### src/rtl/step_seq_pkg.sv
`default_nettype none
// ============================================================================
// Module   : step_seq_pkg
// Purpose  : Shared types for the stepper move sequencer: FSM state encoding,
//            queued command record, default widths and the divider helper.
// Config   : STEP_SEQ_DWELL_EN adds a 16-bit dwell field to each command.
// Revision : 1.0 - initial release
// ============================================================================
package step_seq_pkg;

  localparam int C_DIV_W     = 32;
  localparam int C_CNT_W     = 31;
  localparam int C_DIR_SETUP = 8;

  typedef enum logic [2:0] {
    ST_IDLE  = 3'd0,
    ST_POP   = 3'd1,
    ST_SETUP = 3'd2,
    ST_RUN   = 3'd3,
    ST_DWELL = 3'd4,
    ST_DONE  = 3'd5
  } state_t;

  // One queued move. Field widths are the widest supported configuration.
  typedef struct packed {
    logic [C_DIV_W-1:0] div;
    logic [C_CNT_W-1:0] steps;
    logic               dir;
`ifdef STEP_SEQ_DWELL_EN
    logic [15:0]        dwell;
`endif
  } cmd_t;

  // Phase length minus one; a divider of 0 behaves like 1.
  function automatic logic [C_DIV_W-1:0] f_div_m1(input logic [C_DIV_W-1:0] div);
    return (div == '0) ? '0 : div - 1'b1;
  endfunction

endpackage
`default_nettype wire

### src/rtl/step_pulse_gen.sv
`default_nettype none
// ============================================================================
// Module   : step_pulse_gen
// Purpose  : Emits a train of i_steps pulses, each (div) cycles high then
//            (div) cycles low. o_last is high during the final cycle of the
//            final low phase so the sequencer can leave RUN on time.
// Ports    : clk, reset (async, active-high)
//            i_clear  - drop the current train, step low next cycle
//            i_start  - load i_div_m1 / i_steps and begin with a high phase
//            o_step   - registered step output, idle low
//            o_last   - final-cycle indicator
// Revision : 1.0 - initial release
// ============================================================================
module step_pulse_gen #(
  parameter int DIV_W = 32,
  parameter int CNT_W = 31
) (
  input  logic             clk,
  input  logic             reset,
  input  logic             i_clear,
  input  logic             i_start,
  input  logic [DIV_W-1:0] i_div_m1,
  input  logic [CNT_W-1:0] i_steps,
  output logic             o_step,
  output logic             o_last
);

  logic             r_active;
  logic             r_step;
  logic [DIV_W-1:0] r_div_m1;
  logic [DIV_W-1:0] r_cnt;
  logic [CNT_W-1:0] r_left;
  logic             w_phase_end;

  assign w_phase_end = (r_cnt == '0);
  assign o_last      = r_active && !r_step && w_phase_end && (r_left == CNT_W'(1));
  assign o_step      = r_step;

  always_ff @(posedge clk or posedge reset) begin
    if (reset) begin
      r_active <= 1'b0;
      r_step   <= 1'b0;
      r_div_m1 <= '0;
      r_cnt    <= '0;
      r_left   <= '0;
    end else if (i_clear) begin
      r_active <= 1'b0;
      r_step   <= 1'b0;
      r_cnt    <= '0;
      r_left   <= '0;
    end else if (i_start) begin
      r_active <= 1'b1;
      r_step   <= 1'b1;
      r_div_m1 <= i_div_m1;
      r_cnt    <= i_div_m1;
      r_left   <= i_steps;
    end else if (r_active) begin
      if (!w_phase_end) begin
        r_cnt <= r_cnt - 1'b1;
      end else if (r_step) begin
        r_step <= 1'b0;
        r_cnt  <= r_div_m1;
      end else if (r_left == CNT_W'(1)) begin
        r_active <= 1'b0;
      end else begin
        r_step <= 1'b1;
        r_cnt  <= r_div_m1;
        r_left <= r_left - 1'b1;
      end
    end
  end

endmodule
`default_nettype wire

### src/rtl/step_move_sequencer.sv
`default_nettype none
// ============================================================================
// Module   : step_move_sequencer
// Purpose  : Queues stepper move commands and plays them back-to-back onto a
//            single step/dir pair, pulsing o_move_done after each move.
// Ports    : clk, reset (async, active-high)
//            i_enable, i_abort           - pop gate / kill + flush
//            i_cmd_valid/o_cmd_ready     - command handshake
//            i_cmd_div/steps/dir(/dwell) - command payload
//            o_step_out, o_dir_out       - axis pins
//            o_busy, o_move_done, o_moves_done, o_fifo_level - status
// Config   : STEP_SEQ_DWELL_EN - adds i_cmd_dwell and the post-move DWELL state.
// Revision : 1.0 - initial release
// ============================================================================
module step_move_sequencer
  import step_seq_pkg::*;
#(
  parameter int DIV_W      = C_DIV_W,
  parameter int CNT_W      = C_CNT_W,
  parameter int FIFO_DEPTH = 4,
  parameter int DIR_SETUP  = C_DIR_SETUP
) (
  input  logic                          clk,
  input  logic                          reset,
  input  logic                          i_enable,
  input  logic                          i_abort,
  input  logic                          i_cmd_valid,
  output logic                          o_cmd_ready,
  input  logic [DIV_W-1:0]              i_cmd_div,
  input  logic [CNT_W-1:0]              i_cmd_steps,
  input  logic                          i_cmd_dir,
`ifdef STEP_SEQ_DWELL_EN
  input  logic [15:0]                   i_cmd_dwell,
`endif
  output logic                          o_step_out,
  output logic                          o_dir_out,
  output logic                          o_busy,
  output logic                          o_move_done,
  output logic [15:0]                   o_moves_done,
  output logic [$clog2(FIFO_DEPTH):0]   o_fifo_level
);

  localparam int PTR_W   = $clog2(FIFO_DEPTH);
  localparam int LVL_W   = PTR_W + 1;
  localparam int SETUP_W = (DIR_SETUP > 1) ? $clog2(DIR_SETUP) : 1;

  // ---------------------------------------------------------------- FIFO
  cmd_t             r_mem [FIFO_DEPTH];
  logic [PTR_W-1:0] r_wr_ptr;
  logic [PTR_W-1:0] r_rd_ptr;
  logic [LVL_W-1:0] r_level;
  logic             w_full;
  logic             w_empty;
  logic             w_push;
  logic             w_pop;
  cmd_t             w_wr_cmd;
  cmd_t             w_head;

  // FSM state
  state_t              r_state;
  logic                r_dir_out;
  logic                r_move_done;
  logic [15:0]         r_moves_done;
  logic [SETUP_W-1:0]  r_setup_cnt;
  logic [C_DIV_W-1:0]  r_div_m1;
  logic [C_CNT_W-1:0]  r_steps;
`ifdef STEP_SEQ_DWELL_EN
  logic [15:0]         r_dwell;
  logic [15:0]         r_dwell_cnt;
`endif

  logic                w_start;
  logic                w_last;
  logic                w_dir_change;
  logic [C_DIV_W-1:0]  w_start_div_m1;
  logic [C_CNT_W-1:0]  w_start_steps;

  assign w_full      = (r_level == LVL_W'(FIFO_DEPTH));
  assign w_empty     = (r_level == '0);
  assign o_cmd_ready = !w_full && !i_abort;
  assign w_push      = i_cmd_valid && o_cmd_ready;
  // The head is consumed on the edge that leaves POP.
  assign w_pop       = (r_state == ST_POP) && !i_abort;
  assign w_head      = r_mem[r_rd_ptr];

  always_comb begin
    w_wr_cmd       = '0;
    w_wr_cmd.div   = C_DIV_W'(i_cmd_div);
    w_wr_cmd.steps = C_CNT_W'(i_cmd_steps);
    w_wr_cmd.dir   = i_cmd_dir;
`ifdef STEP_SEQ_DWELL_EN
    w_wr_cmd.dwell = i_cmd_dwell;
`endif
  end

  always_ff @(posedge clk) begin
    if (w_push) begin
      r_mem[r_wr_ptr] <= w_wr_cmd;
    end
  end

  always_ff @(posedge clk or posedge reset) begin
    if (reset) begin
      r_wr_ptr <= '0;
      r_rd_ptr <= '0;
      r_level  <= '0;
    end else if (i_abort) begin
      r_wr_ptr <= '0;
      r_rd_ptr <= '0;
      r_level  <= '0;
    end else begin
      if (w_push) r_wr_ptr <= r_wr_ptr + 1'b1;
      if (w_pop)  r_rd_ptr <= r_rd_ptr + 1'b1;
      // Push and pop in the same cycle leave the level unchanged.
      case ({w_push, w_pop})
        2'b10:   r_level <= r_level + 1'b1;
        2'b01:   r_level <= r_level - 1'b1;
        default: r_level <= r_level;
      endcase
    end
  end

  // --------------------------------------------------------- pulse engine
  assign w_dir_change = (w_head.dir != r_dir_out);

  // The pulse engine starts on the edge entering RUN: straight from POP when
  // no direction change is needed, otherwise from the last SETUP cycle.
  assign w_start = !i_abort &&
                   (((r_state == ST_POP) && (w_head.steps != '0) &&
                     (!w_dir_change || (DIR_SETUP == 0))) ||
                    ((r_state == ST_SETUP) && (r_setup_cnt == '0)));

  // In POP the working registers are not yet loaded, so take the head.
  assign w_start_div_m1 = (r_state == ST_POP) ? f_div_m1(w_head.div) : r_div_m1;
  assign w_start_steps  = (r_state == ST_POP) ? w_head.steps : r_steps;

  step_pulse_gen #(
    .DIV_W (DIV_W),
    .CNT_W (CNT_W)
  ) u_pulse (
    .clk      (clk),
    .reset    (reset),
    .i_clear  (i_abort),
    .i_start  (w_start),
    .i_div_m1 (DIV_W'(w_start_div_m1)),
    .i_steps  (CNT_W'(w_start_steps)),
    .o_step   (o_step_out),
    .o_last   (w_last)
  );

  // ------------------------------------------------------------------ FSM
  always_ff @(posedge clk or posedge reset) begin
    if (reset) begin
      r_state      <= ST_IDLE;
      r_dir_out    <= 1'b0;
      r_move_done  <= 1'b0;
      r_moves_done <= '0;
      r_setup_cnt  <= '0;
      r_div_m1     <= '0;
      r_steps      <= '0;
`ifdef STEP_SEQ_DWELL_EN
      r_dwell      <= '0;
      r_dwell_cnt  <= '0;
`endif
    end else begin
      r_move_done <= 1'b0;
      if (i_abort) begin
        r_state <= ST_IDLE;
      end else begin
        case (r_state)
          ST_IDLE: begin
            if (i_enable && !w_empty) r_state <= ST_POP;
          end
          ST_POP: begin
            r_div_m1 <= f_div_m1(w_head.div);
            r_steps  <= w_head.steps;
`ifdef STEP_SEQ_DWELL_EN
            r_dwell  <= w_head.dwell;
`endif
            if (w_head.steps == '0) begin
              r_state      <= ST_DONE;
              r_move_done  <= 1'b1;
              r_moves_done <= r_moves_done + 16'd1;
            end else if (w_dir_change) begin
              r_dir_out <= w_head.dir;
              if (DIR_SETUP == 0) begin
                r_state <= ST_RUN;
              end else begin
                r_state     <= ST_SETUP;
                r_setup_cnt <= SETUP_W'(DIR_SETUP - 1);
              end
            end else begin
              r_state <= ST_RUN;
            end
          end
          ST_SETUP: begin
            if (r_setup_cnt == '0) r_state <= ST_RUN;
            else                   r_setup_cnt <= r_setup_cnt - 1'b1;
          end
          ST_RUN: begin
            if (w_last) begin
`ifdef STEP_SEQ_DWELL_EN
              if (r_dwell != '0) begin
                r_state     <= ST_DWELL;
                r_dwell_cnt <= r_dwell - 16'd1;
              end else begin
                r_state      <= ST_DONE;
                r_move_done  <= 1'b1;
                r_moves_done <= r_moves_done + 16'd1;
              end
`else
              r_state      <= ST_DONE;
              r_move_done  <= 1'b1;
              r_moves_done <= r_moves_done + 16'd1;
`endif
            end
          end
`ifdef STEP_SEQ_DWELL_EN
          ST_DWELL: begin
            if (r_dwell_cnt == '0) begin
              r_state      <= ST_DONE;
              r_move_done  <= 1'b1;
              r_moves_done <= r_moves_done + 16'd1;
            end else begin
              r_dwell_cnt <= r_dwell_cnt - 16'd1;
            end
          end
`endif
          ST_DONE: begin
            r_state <= (i_enable && !w_empty) ? ST_POP : ST_IDLE;
          end
          default: r_state <= ST_IDLE;
        endcase
      end
    end
  end

  assign o_dir_out    = r_dir_out;
  assign o_move_done  = r_move_done;
  assign o_moves_done = r_moves_done;
  assign o_fifo_level = r_level;
  assign o_busy       = (r_state != ST_IDLE) || !w_empty;

endmodule
`default_nettype wire

### config.mk
export PLATFORM = sky130hd
export DESIGN_NAME = step_move_sequencer
export DESIGN_NICKNAME = d
export VERILOG_FILES = /design/src/rtl/step_seq_pkg.sv /design/src/rtl/step_pulse_gen.sv /design/src/rtl/step_move_sequencer.sv
export SDC_FILE = /design/constraint.sdc
export NUM_CORES = 1
export LEC_CHECK = 0
export CELL_PAD_IN_SITES_DETAIL_PLACEMENT = 0
export CELL_PAD_IN_SITES_GLOBAL_PLACEMENT = 1
export CORE_MARGIN = 2
export CORE_UTILIZATION = 45
export DETAILED_ROUTE_END_ITERATION = 10
export PLACE_DENSITY_LB_ADDON = 0.1
export SYNTH_ARGS = -nofsm -noshare
export SYNTH_HDL_FRONTEND = slang
export SYNTH_HIERARCHICAL = 1
export SYNTH_SLANG_ARGS = --single-unit
### constraint.sdc
create_clock -name clk -period 4.1 [get_ports clk]
set_clock_uncertainty 0.1 [all_clocks]
set_input_delay 0.41 -clock clk [delete_from_list [all_inputs] [get_ports clk]]
set_output_delay 0.41 -clock clk [all_outputs]
set_load 0.02 [all_outputs]
==> results of run 1 <==
## cells by family after synthesis
| family | synth area share (%) |
|---|---|
| xor gates and xnor gates | 2.87 |
| muxes | 7.73 |
| buffers and inverters | 2.91 |
| and+or+nand+nor | 16.8 |
| adders and majority gates | 0.821 |
| DFF | 60.2 |
| AOI/OAI and AO/OA | 8.73 |
## registers in the layout, indices dropped and copies added, names as in the netlist
signal and count:
r_div_m1 32, r_rd_ptr 2, u_pulse/r_active 1, o_dir_out 1, r_state 3, o_moves_done 16
r_setup_cnt 3, u_pulse/r_div_m1 32, u_pulse/o_step 1, r_steps 31, r_wr_ptr 2, o_fifo_level 3
r_mem 256, u_pulse/r_left 31, u_pulse/r_cnt 32, o_move_done 1
## routing by layer
metal / vias to the layer above / GRT usage, % / part of all wire [%]
li1: 6536 / - / -
met2: 292 / 31.1 / 44
met5: - / 0 / 0
met3: 38 / 3.10 / 4.4
met4: 0 / 4.76 / 1.3
met1: 6797 / 34.6 / 50
## path summary, 6_finish.rpt
kind	to	slack [ps]	startpoint	depth (start not counted)
setup / recovery	u_pulse/r_cnt[25]$_DFFE_PP0P_	150	r_rd_ptr[0]$_DFFE_PP0P_	15
hold / removal	u_pulse/r_div_m1[9]$_DFFE_PP0P_	190	reset	2
setup reg to reg	u_pulse/r_cnt[25]$_DFFE_PP0P_	150	r_rd_ptr[0]$_DFFE_PP0P_	15
hold reg to reg	r_steps[3]$_DFFE_PP0N_	370	r_steps[3]$_DFFE_PP0N_	2
max in group asynchronous	r_div_m1[23]$_DFFE_PP0N_	2760	reset	3
min in group clk	u_pulse/o_step$_DFFE_PP0P_	250	i_abort	2
## cells in the mapped netlist, types with 4 or more instances
cell and instances:
or3_1 9, or4_1 14, a21oi_1 27, nand2_1 394, nor4_1 37, nor2b_1 19
o2bb2ai_1 5, xnor2_1 48, nor4_2 4, a22o_1 14, dfrtp_1 191, a32oi_1 8
o31ai_1 38, nor3b_1 6, buf_6 10, o21ai_0 48, mux4_2 63, nand3_1 21
a2111oi_0 4, edfxtp_1 256, nand4b_1 5, inv_1 33, nor3_1 53, a31oi_1 7
a211oi_1 6, nand4_1 17, o21ai_2 5, o21ai_1 21, or2_2 11, nor2_1 66
buf_1 7, o21a_1 9, buf_2 20, mux2i_1 10, and3_1 19, a211o_1 4
o211ai_1 12, nand2b_1 7, xor2_1 20, mux2_2 4, and2_1 12, clkbuf_1 61
a221oi_1 5, ha_1 12, a21o_1 5
## repair_timing
action / CTS / global route
gates resized for setup: 0 / 14
setup endpoints to repair: 0 / 74
setup buffers: 0 / 1
## report_power, final
part	internal, W	switching, W	leakage [nW]
clock network	0.00258	0.00179	0.779
registers	0.00553	0.000535	4.85
logic	0.00216	0.00332	3.91
## layout make-up
class                   instances  area [um^2]
fillers                      3866        21000
well taps                     600          751
clock buffers                  66         1320
inverters                      34          133
multi-input cells            1133         7780
flip-flops and latches        447        12500
clock inverters                22          289
repair buffers                168         1650
## critical path, delay by kind of cell, from the launching register on
family	cells	cell delay, ps
buffers and inverters	5	890
muxes	1	580
and+or+nand+nor	6	1300
AOI/OAI and AO/OA	3	500
DFF	1	460
## metrics by stage
stage,area (um^2),instances
floorplan,20700,1713
global placement,22700,2381
detailed placement,22700,2381
CTS,24300,2469
global route,24400,2470
finish,24400,2470
==> impl_results.md, run 1 <==
- # diodes: 0
- Power per Cell Area: 653 nW/um^2
- Die Span X: 219 um
- Core Box Area: 45400 um^2
- Die area: 47800 um^2
- Dominant cells by area after synthesis: edfxtp_1 37%, dfrtp_1 23%, nand2_1 7.1%
- Setup_tns: 0 ps
- Total routed wirelength: 50500 um
- CTS sink cnt: 447
- Slowest Stage Delay on Critical Path: 580 ps
- Crit end category: register
- Worst-path fanout max: 13
- Post-route worst setup slack: 149 ps
- Clock Latency Late Sink: 600 ps
- Initial core utilization: 45.7%
- CTS tree: yes
- CTS Buf Count: 48
- Crit path launch type: register
- Post-Synthesis Cells: 1713
- Post-synth ARST share: 42.7%
- Data arrival time of the worst path: 4350 ps
- Largest net degree at the start of global routing: 96
- Drt first pass iters: 7
- Hold Path Class: input port to asynchronous set/reset pin
- Worst-margin pin slew: 942 ps
- Bufs on Longest Clock Path: 3
- RePlAce Congestion: 0.827
- Peak supply drop: 0.388 mV
- Via density: 5.53
- Slew HR: 36.6%
- Number of enable flip-flop cells after synthesis: 256
- Post-synth top area share: 37.1%
- Seq/Total Area, Yosys: 60.2%
- WL/cell: 20.4 um
- GRT Resource Usage Total: 21.7%
- Initial DRC Count: 1113
- Post-DRT Antenna Nets: 0
- Most frequent cells in the layout: 393 x nand2_1, 256 x edfxtp_1, 189 x dfrtp_1
- Top_reg_cell synth: edfxtp_1
- DR DRC count: 0
- Vias: 13663
- Final setup vio count: 0
- Most common cell after layout, fill and taps aside: nand2_1
- Status: complete, no violations
- Syn_area_per_cell: 12.1 um^2
- WS Path Type: register to register
- Clock transition at path regs: 60 ps
- Layout area overhead: 17.8%
- Min Tclk post-route: 3950 ps
- Pre-CTS WS: 95.4 ps
- Final Hold Slack: 189 ps
- Row count: 78
- Share of post-route cells with drive strength above 1: 15.2%
- DPL Wire Length: 33800 um
- Slowest cell on crit path: mux4_2
- CP required: 4490 ps
- First-pass GRT wire length: 79900 um
- Leakage power: 9.54 nW
- Register bit total from synthesis: 447
- Vias in the first global route: 13314
- Post-synth top area cell: edfxtp_1
- Syn. warnings: 6
- Clock tree root buffer cell: clkbuf_16
- Final hold vios: 0
- GRT overflow: 0
- Layout Nets: 1914
- Number of port buffers: 92
- Tot Pwr: 0.0159 W
- CTS H-tree lvls: 2
- I/O pin count: 93
- Synthesized area: 20700 um^2
- Most used cell, CP: buf_4
- Finished Core Util: 53.8%
- Die Height: 219 um
- Synth cell types: 92
- CP cell instances: buf_12, mux4_2, nor4_4, buf_4, nand4_1, or2_2, a32oi_1, buf_4, nor2_4, or2_2, buf_4, nor2_1, buf_4, a222oi_1, o2bb2ai_1
- Final Cycle Share: 96.4%
- Fmax: 253 MHz
- Hold buffers post-CTS: 0
- Initial antenna violation count: 1
- Final count of pins violating max slew: 0
- Max cap viols: 0
- Post-Syn Nets: 1795
No activity file was read; power rests on OpenSTA's default activity.
==> inputs of run 2 (changes only) <==
--- a/config.mk
+++ b/config.mk
@@ -5,11 +5,13 @@
 export SDC_FILE = /design/constraint.sdc
 export NUM_CORES = 1
 export LEC_CHECK = 0
+export CAP_MARGIN = 20
 export CELL_PAD_IN_SITES_DETAIL_PLACEMENT = 0
 export CELL_PAD_IN_SITES_GLOBAL_PLACEMENT = 1
 export CORE_MARGIN = 2
 export CORE_UTILIZATION = 45
 export DETAILED_ROUTE_END_ITERATION = 10
+export GPL_ROUTABILITY_DRIVEN = 0
 export PLACE_DENSITY_LB_ADDON = 0.1
 export SYNTH_ARGS = -nofsm -noshare
 export SYNTH_HDL_FRONTEND = slang
==> results of run 2 <==
The final DEF is identical to that of run 1; final timing and power are the same.
